## src/rtl/sevenseg_scan_ctrl_if.sv

```systemverilog
// Display bundle between the debug source and the seven-segment scanner.
// The master drives the digit data; the slave (scanner) drives the board pins.
interface sevenseg_scan_ctrl_if #(
    parameter int NUM_DIGITS = 8,
    parameter int IDX_W      = $clog2(NUM_DIGITS)
);
    logic                    en;
    logic [4*NUM_DIGITS-1:0] data;
    logic [NUM_DIGITS-1:0]   dp_in;
    logic                    blank_lz;
    logic [NUM_DIGITS-1:0]   an;
    logic [6:0]              sev_out;
    logic                    dp_out;
    logic [IDX_W-1:0]        digit_idx;

    modport master (
        output en, data, dp_in, blank_lz,
        input  an, sev_out, dp_out, digit_idx
    );

    modport slave (
        input  en, data, dp_in, blank_lz,
        output an, sev_out, dp_out, digit_idx
    );
endinterface

```

## src/rtl/sevenseg_scan_ctrl.sv

```systemverilog
// Multiplexed hex seven-segment scanner with frame snapshot,
// leading-zero blanking, run/hold and selectable pin polarity.
module sevenseg_scan_ctrl #(
    parameter int NUM_DIGITS     = 8,
    parameter int DIV_COUNT      = 500,
    parameter bit AN_ACTIVE_LOW  = 1'b1,
    parameter bit SEG_ACTIVE_LOW = 1'b1,
    parameter int IDX_W          = $clog2(NUM_DIGITS)
) (
    input logic                 clk,
    input logic                 Rst,
    sevenseg_scan_ctrl_if.slave bus
);
    localparam int CNT_W = $clog2(DIV_COUNT);
    localparam logic [CNT_W-1:0] CNT_LAST = CNT_W'(DIV_COUNT - 1);
    localparam logic [IDX_W-1:0] IDX_LAST = IDX_W'(NUM_DIGITS - 1);
    localparam logic [NUM_DIGITS-1:0] AN_OFF = {NUM_DIGITS{AN_ACTIVE_LOW}};
    localparam logic [6:0] SEG_OFF = {7{SEG_ACTIVE_LOW}};

    logic [CNT_W-1:0]        cnt_q, cnt_d;
    logic [IDX_W-1:0]        idx_q, idx_d;
    logic [4*NUM_DIGITS-1:0] snap_q, snap_d;
    logic [NUM_DIGITS-1:0]   snap_dp_q, snap_dp_d;
    logic                    load_pend_q, load_pend_d;
    logic [NUM_DIGITS-1:0]   an_q, an_d;
    logic [6:0]              seg_q, seg_d;
    logic                    dp_q, dp_d;
    logic [IDX_W-1:0]        didx_q, didx_d;

    logic                    tick;
    logic                    load;
    logic [NUM_DIGITS-1:0]   blank_vec;
    logic [3:0]              nib;
    logic                    show;
    logic [6:0]              lit;
    logic [NUM_DIGITS-1:0]   an_raw;
    logic                    dp_raw;

    function automatic logic [6:0] hex_low(input logic [3:0] n);
        logic [6:0] s;
        case (n)
            4'h0:    s = 7'b0000001;
            4'h1:    s = 7'b1001111;
            4'h2:    s = 7'b0010010;
            4'h3:    s = 7'b0000110;
            4'h4:    s = 7'b1001100;
            4'h5:    s = 7'b0100100;
            4'h6:    s = 7'b0100000;
            4'h7:    s = 7'b0001111;
            4'h8:    s = 7'b0000000;
            4'h9:    s = 7'b0000100;
            4'hA:    s = 7'b0001000;
            4'hB:    s = 7'b1100000;
            4'hC:    s = 7'b0110001;
            4'hD:    s = 7'b1000010;
            4'hE:    s = 7'b0110000;
            default: s = 7'b0111000;
        endcase
        return s;
    endfunction

    // Divider, scan index and frame snapshot
    always_comb begin
        tick = bus.en && (cnt_q == CNT_LAST);
        load = bus.en &&
               (load_pend_q || (tick && (idx_q == IDX_LAST)));
        cnt_d = cnt_q;
        if (bus.en) begin
            cnt_d = tick ? '0 : cnt_q + 1'b1;
        end
        idx_d = idx_q;
        if (tick) begin
            idx_d = (idx_q == IDX_LAST) ? '0 : idx_q + 1'b1;
        end
        snap_d      = load ? bus.data : snap_q;
        snap_dp_d   = load ? bus.dp_in : snap_dp_q;
        load_pend_d = load_pend_q && !bus.en;
    end

    // A digit is blank when it and every digit to its left are zero
    always_comb begin : lz_blk
        logic zero_run;
        zero_run  = 1'b1;
        blank_vec = '0;
        for (int i = NUM_DIGITS - 1; i >= 0; i--) begin
            zero_run = zero_run && (snap_q[4*i +: 4] == 4'h0);
            blank_vec[i] = bus.blank_lz && (i != 0) && zero_run;
        end
    end

    always_comb begin
        nib    = snap_q[{idx_q, 2'b00} +: 4];
        show   = bus.en && !blank_vec[idx_q];
        lit    = show ? ~hex_low(nib) : 7'b0000000;
        an_raw = '0;
        if (show) begin
            an_raw[idx_q] = 1'b1;
        end
        dp_raw = show && snap_dp_q[idx_q];
        an_d   = AN_ACTIVE_LOW ? ~an_raw : an_raw;
        seg_d  = SEG_ACTIVE_LOW ? ~lit : lit;
        dp_d   = SEG_ACTIVE_LOW ? ~dp_raw : dp_raw;
        didx_d = idx_q;
    end

    always_ff @(posedge clk or posedge Rst) begin
        if (Rst) begin
            cnt_q       <= '0;
            idx_q       <= '0;
            snap_q      <= '0;
            snap_dp_q   <= '0;
            load_pend_q <= 1'b1;
            an_q        <= AN_OFF;
            seg_q       <= SEG_OFF;
            dp_q        <= SEG_ACTIVE_LOW;
            didx_q      <= '0;
        end else begin
            cnt_q       <= cnt_d;
            idx_q       <= idx_d;
            snap_q      <= snap_d;
            snap_dp_q   <= snap_dp_d;
            load_pend_q <= load_pend_d;
            an_q        <= an_d;
            seg_q       <= seg_d;
            dp_q        <= dp_d;
            didx_q      <= didx_d;
        end
    end

    assign bus.an        = an_q;
    assign bus.sev_out   = seg_q;
    assign bus.dp_out    = dp_q;
    assign bus.digit_idx = didx_q;

endmodule
```

## src/flat_wrapper.sv

```systemverilog
// flat-port wrapper written by rule: the top's interface ports become plain ports
module sevenseg_scan_ctrl_flat 
#(
    parameter int NUM_DIGITS     = 8,
    parameter int DIV_COUNT      = 500,
    parameter bit AN_ACTIVE_LOW  = 1'b1,
    parameter bit SEG_ACTIVE_LOW = 1'b1,
    parameter int IDX_W          = $clog2(NUM_DIGITS)
)
  (clk, Rst, bus_en, bus_data, bus_dp_in, bus_blank_lz, bus_an, bus_sev_out, bus_dp_out, bus_digit_idx);
  sevenseg_scan_ctrl_if #(.NUM_DIGITS(NUM_DIGITS), .IDX_W(IDX_W)) bus_i ();
  input logic clk;
  input logic Rst;
  input wire logic [$bits(bus_i.en)-1:0] bus_en;
  input wire logic [$bits(bus_i.data)-1:0] bus_data;
  input wire logic [$bits(bus_i.dp_in)-1:0] bus_dp_in;
  input wire logic [$bits(bus_i.blank_lz)-1:0] bus_blank_lz;
  output wire logic [$bits(bus_i.an)-1:0] bus_an;
  output wire logic [$bits(bus_i.sev_out)-1:0] bus_sev_out;
  output wire logic [$bits(bus_i.dp_out)-1:0] bus_dp_out;
  output wire logic [$bits(bus_i.digit_idx)-1:0] bus_digit_idx;
  assign bus_i.en = bus_en;
  assign bus_i.data = bus_data;
  assign bus_i.dp_in = bus_dp_in;
  assign bus_i.blank_lz = bus_blank_lz;
  assign bus_an = bus_i.an;
  assign bus_sev_out = bus_i.sev_out;
  assign bus_dp_out = bus_i.dp_out;
  assign bus_digit_idx = bus_i.digit_idx;
  sevenseg_scan_ctrl #(.NUM_DIGITS(NUM_DIGITS), .DIV_COUNT(DIV_COUNT), .AN_ACTIVE_LOW(AN_ACTIVE_LOW), .SEG_ACTIVE_LOW(SEG_ACTIVE_LOW), .IDX_W(IDX_W)) u_core (.clk(clk), .Rst(Rst), .bus(bus_i));
endmodule
```

## config.mk

```make
export PLATFORM = sky130hd
export DESIGN_NAME = sevenseg_scan_ctrl_flat
export DESIGN_NICKNAME = d
export VERILOG_FILES = /design/src/rtl/sevenseg_scan_ctrl_if.sv /design/src/rtl/sevenseg_scan_ctrl.sv /design/src/flat_wrapper.sv
export SDC_FILE = /design/constraint.sdc
export NUM_CORES = 1
export LEC_CHECK = 0
export BUFFER_PORTS_ARGS = -buffer_cell sky130_fd_sc_hd__buf_2
export CAP_MARGIN = 20
export CORE_ASPECT_RATIO = 1.75
export CORE_MARGIN = 2
export CORE_UTILIZATION = 33
export DETAILED_ROUTE_END_ITERATION = 8
export GPL_TIMING_DRIVEN = 0
export PLACE_DENSITY = 0.55
export SLEW_MARGIN = 10
export SYNTH_ARGS = -nofsm -noshare
export SYNTH_HDL_FRONTEND = slang
export SYNTH_SLANG_ARGS = --single-unit
export TNS_END_PERCENT = 50
```

## constraint.sdc

```tcl
create_clock -name clk -period 2.89 [get_ports clk]
set_clock_uncertainty 0.2 [all_clocks]
set_input_delay 0.289 -clock clk [delete_from_list [all_inputs] [get_ports clk]]
set_output_delay 0.289 -clock clk [all_outputs]
set_load 0.1 [all_outputs]
```

==> flow_metrics.py <==
metrics = {
    "logic_synthesis": {
        "post_synth_fa_ha_maj_area_fraction": 0.0326,
        "synth.net_count": 319,
        "compound_cell_area_share_of_the_yosys_netlist": 0.0627,
        "post_synth_num_cell_types": 51,
        "ys_seq_elements": 72,
        "post_synth_xor_area_fraction": 0.0102,
        "post_synthesis_cell_area_um2": 3450,
        "synthSimpleGateAreaFrac": 0.0979,
        "synth_top_family_by_area": "multiplexers",
        "synth-async-reset-ratio": 1.00,
        "count_of_warnings_emitted_by_yosys": 0,
        "ys_seq_area_frac": 0.528,
        "synth_flop_cell": "sky130_fd_sc_hd__dfrtp_1",
        "biggest_area_consumer_among_synthesized_cells": "sky130_fd_sc_hd__dfrtp_1",
        "postSynthCellCount": 266,
        "syn_area_per_cell_um2": 13.0,
        "number_of_enable_flip_flop_cells_after_synthesis": 0,
        "synth.mux.area_fraction": 0.230,
        "yosysTopAreaCellShare": 0.399,
        "ys_top_cells_by_area": "sky130_fd_sc_hd__dfrtp_1 (40%), sky130_fd_sc_hd__dfstp_2 (13%), sky130_fd_sc_hd__mux2_2 (7.8%), sky130_fd_sc_hd__mux2_1 (7.2%), sky130_fd_sc_hd__ha_1 (3.3%)",
    },
    "cts": {
        "tritoncts_clock_tree": "yes",
        "cts_htree_levels": 3,
        "worst_setup_hold_path_clk_slew_ns": 0.05,
        "cts_sinks": 72,
        "root_buffer_cell": "sky130_fd_sc_hd__clkbuf_16",
        "cts_inserted_buffers": 9,
        "cts_setup_buffers": 0,
        "clock_path_buffers": 2,
        "worst_skew_pair.late_latency_ns": 0.34,
    },
    "setup_path": {
        "startpoint_type": "register",
        "series_of_cell_instances_along_the_critical_path": "buf_2 > and2b_1 > a22oi_1 > and3_1 > clkbuf_1 > inv_1 > ha_1 > mux4_2 > nand2_1",
        "slowest_stage": "sky130_fd_sc_hd__mux4_2",
        "reg2reg_setup_slack_ns": 0.25,
        "critical_path_end_type": "register",
        "timing.rr.start": "u_core.didx_d[2]$_DFFE_PP0P_",
        "timing.reg2reg.worst_path_depth": 9,
        "critPathMaxStageDelay_ns": 0.47,
        "timing.critical_path.required_ns": 2.97,
        "r2r_end": "u_core.bus.sev_out[3]$_DFF_PP1_",
        "worst-endpoint-arrival_ns": 2.72,
        "worstPathMaxFanout": 9,
        "critical_path_class": "reg -> reg",
    },
    "grt": {
        "grt_first_pass_wirelength_um": 12800,
        "grt_overflow": 0,
        "grt_start_max_net_pins": 61,
        "grt_use_total": 0.158,
        "antenna_found_initial": 0,
        "grt_pass1_vias": 2547,
    },
    "cells_and_area": {
        "drive_gt1_frac": 0.361,
        "utilization": 0.454,
        "multiInputGateArea_um2": 1500,
        "post_layout_nonfiller_instances": 512,
        "areaGrowthSynthToFinish_pct": 34.7,
        "sequential_standard_cell_area_um2": 1820,
        "final_net_count": 433,
        "diode_insertion_count_for_antenna_repair": 0,
        "fill_count": 988,
    },
    "min_path": {
        "hold-path-endpoint": "u_core.load_pend_q$_DFF_PP1_",
        "timing.hold.worst_path_depth": 2,
        "hold_path.class": "in -> reg",
        "worstHoldStart": "bus_en",
    },
    "route": {
        "drt_drc_violations_left": 0,
        "dr.first_iter.drc_count": 75,
        "firstDrtPassIters": 4,
        "routed_wire_length_per_instance_um": 15.5,
        "via_per_inst": 4.85,
        "final_antenna_net_count": 0,
        "routed_wirelength_um": 7920,
        "route.vias.total": 2482,
    },
    "timing": {
        "finalHoldViolCount": 0,
        "final.hold.worst_slack_ns": 0.0197,
        "final_min_period_over_clock_period": 0.914,
        "grt_setup_unrepaired": "no",
        "fin_crit_ns": 2.64,
        "maxSlewHeadroom": 0.584,
        "setup_viol_count_final": 0,
        "achievable-frequency_mhz": 379,
        "fin_max_slew_vios": 0,
        "worstMarginPinSlew_ns": 0.622,
    },
    "placement": {
        "place.gp.congestion": 0.783,
        "numPlacedInstances": 455,
        "hpwlAfterDp_um": 5800,
        "place.port_buffers": 61,
    },
    "floorplanning": {
        "dieWidth_um": 81.3,
        "floorplan.core_area_um2": 10200,
        "start_util": 0.337,
        "number_of_placement_rows": 49,
        "dieHeight_um": 139,
        "die_area_um2": 11300,
        "ios": 63,
    },
    "power_and_ir_drop": {
        "ir_worst_vdd_uv": 312,
        "cellPowerDensity_nw_per_um2": 526,
        "total_leakage_power_nw": 2.22,
    },
    "run": {
        "drv.max_cap_violation_count": 0,
    },
    "status": {
        "status": "completed",
    },
}
## how the worst max path moves through the flow
stage / startpoint / end / slack, ns / cells past startpoint
after floorplan: u_core.didx_d[0]$_DFFE_PP0P_ / u_core.bus.sev_out[3]$_DFF_PP1_ / 0.44 / 6
after global placement: Rst / u_core.snap_q[18]$_DFFE_PP0P_ / -0.24 / 2
after detailed placement: u_core.didx_d[0]$_DFFE_PP0P_ / u_core.bus.sev_out[3]$_DFF_PP1_ / 0.12 / 6
after CTS: u_core.didx_d[0]$_DFFE_PP0P_ / u_core.bus.sev_out[3]$_DFF_PP1_ / 0.10 / 6
after global routing: u_core.didx_d[2]$_DFFE_PP0P_ / u_core.bus.sev_out[3]$_DFF_PP1_ / 0.04 / 9
final: u_core.didx_d[2]$_DFFE_PP0P_ / u_core.bus.sev_out[3]$_DFF_PP1_ / 0.25 / 9
## repair_timing
action / in CTS / in global routing
resized for setup: 0 / 1
endpoints found under the setup margin: 0 / 1
hold endpoints to repair: 95 / 0
hold buffers: 41 / 0
## routing by layer
| layer | up-vias | share of wire | GRT usage |
|---|---|---|---|
| met5 | - | 0 | 0 |
| met4 | 0 | 0.045 | 0.105 |
| met3 | 24 | 0.039 | 0.0409 |
| met2 | 62 | 0.55 | 0.270 |
| met1 | 1196 | 0.36 | 0.164 |
| li1 | 1200 | - | - |
## sequential cells by signal, summed over array words and instances (netlist names)
signal and flops:
u_core.snap_q 32, u_core.cnt_q 9, u_core.bus.an 8, u_core.snap_dp_q 8
u_core.bus.sev_out 7, u_core.bus.digit_idx 3, u_core.didx_d 3, u_core.bus.dp_out 1
u_core.load_pend_q 1
## critical path, delay by kind of cell (launching register included)
family                     cells  cell delay, ns
and+or+nand+nor                3            0.47
DFF                            1            0.39
muxes                          1            0.47
adders and majority gates      1            0.34
buffers and inverters          3            0.57
AOI/OAI and AO/OA              1            0.15
## cell usage after synthesis, types with 2 or more instances
library cell                n
sky130_fd_sc_hd__inv_1      8
sky130_fd_sc_hd__o21ai_0    4
sky130_fd_sc_hd__dfrtp_1   55
sky130_fd_sc_hd__mux4_2     5
sky130_fd_sc_hd__clkbuf_1   4
sky130_fd_sc_hd__a211oi_1   2
sky130_fd_sc_hd__nor3b_1    2
sky130_fd_sc_hd__nand4_1    5
sky130_fd_sc_hd__xor2_1     3
sky130_fd_sc_hd__o211ai_1   4
sky130_fd_sc_hd__dfstp_2   17
sky130_fd_sc_hd__nor4_1     7
sky130_fd_sc_hd__mux2_1    22
sky130_fd_sc_hd__o22ai_1    2
sky130_fd_sc_hd__nor3_1     3
sky130_fd_sc_hd__and3_1     2
sky130_fd_sc_hd__nor2_1     9
sky130_fd_sc_hd__nor2b_1    3
sky130_fd_sc_hd__ha_1       9
sky130_fd_sc_hd__nand3_1   10
sky130_fd_sc_hd__o21ai_1    2
sky130_fd_sc_hd__buf_4      2
sky130_fd_sc_hd__buf_6      2
sky130_fd_sc_hd__mux2_2    24
sky130_fd_sc_hd__mux2i_1   10
sky130_fd_sc_hd__nand2_1   14
sky130_fd_sc_hd__buf_2      9
sky130_fd_sc_hd__nand3b_1   4
## cells in the final DEF, fill, tap and decap left out, types with 2 or more instances in the layout
cell type / netlist / routed
sky130_fd_sc_hd__dlygate4sd3_1: 0 / 41
sky130_fd_sc_hd__nor4_1: 7 / 7
sky130_fd_sc_hd__nand4_1: 5 / 5
sky130_fd_sc_hd__nor3b_1: 2 / 2
sky130_fd_sc_hd__inv_1: 8 / 7
sky130_fd_sc_hd__nor3_1: 3 / 3
sky130_fd_sc_hd__nand2_1: 14 / 14
sky130_fd_sc_hd__a211oi_1: 2 / 2
sky130_fd_sc_hd__mux2i_1: 10 / 10
sky130_fd_sc_hd__and3_1: 2 / 2
sky130_fd_sc_hd__mux2_1: 22 / 22
sky130_fd_sc_hd__o22ai_1: 2 / 2
sky130_fd_sc_hd__nor2_1: 9 / 9
sky130_fd_sc_hd__nand3_1: 10 / 10
sky130_fd_sc_hd__dfrtp_1: 55 / 55
sky130_fd_sc_hd__o21ai_0: 4 / 4
sky130_fd_sc_hd__nand3b_1: 4 / 4
sky130_fd_sc_hd__dfstp_2: 17 / 17
sky130_fd_sc_hd__xor2_1: 3 / 3
sky130_fd_sc_hd__nor2b_1: 3 / 3
sky130_fd_sc_hd__clkbuf_16: 0 / 9
sky130_fd_sc_hd__clkbuf_1: 4 / 9
sky130_fd_sc_hd__buf_6: 2 / 2
sky130_fd_sc_hd__mux2_2: 24 / 24
sky130_fd_sc_hd__buf_2: 9 / 70
sky130_fd_sc_hd__ha_1: 9 / 9
sky130_fd_sc_hd__mux4_2: 5 / 5
sky130_fd_sc_hd__buf_4: 2 / 2
sky130_fd_sc_hd__o211ai_1: 4 / 4
## report_power, final
group,total [W],switching [W],internal [W]
clock,0.00108,0.000391,0.000692
combinational,0.000240,0.000125,0.000115
sequential,0.00112,0.0000591,0.00106
total,0.00245,0.000575,0.00187
## metrics by stage
stage                     setup WS [ns]  area [um^2]  total power (W)  setup TNS, ns
after floorplan                   0.437         3450          0.00127              0
after global placement           -0.236         3920          0.00133         -12.52
after detailed placement          0.124         3950          0.00134              0
after CTS                         0.104         4640          0.00248              0
after global routing             0.0370         4650          0.00257              0
final                             0.249         4650          0.00245              0
## layout make-up
class,instances,share of cell area
multi-input cells,168,0.323
plain buffers,17,0.0210
well taps,127,0.0342
flip-flops and latches,72,0.392
inverters,9,0.00781
clock buffers,15,0.0555
clock inverters,1,0.00646
repair buffers,103,0.160
## kinds of logic after synthesis
family / Yosys count
compound gates: 27
xor+xnor: 4
fa+ha+maj: 9
buf+inv: 26
flops: 72
mux: 64
simple gates: 64
Note: power is estimated with default switching activity, not from simulation.
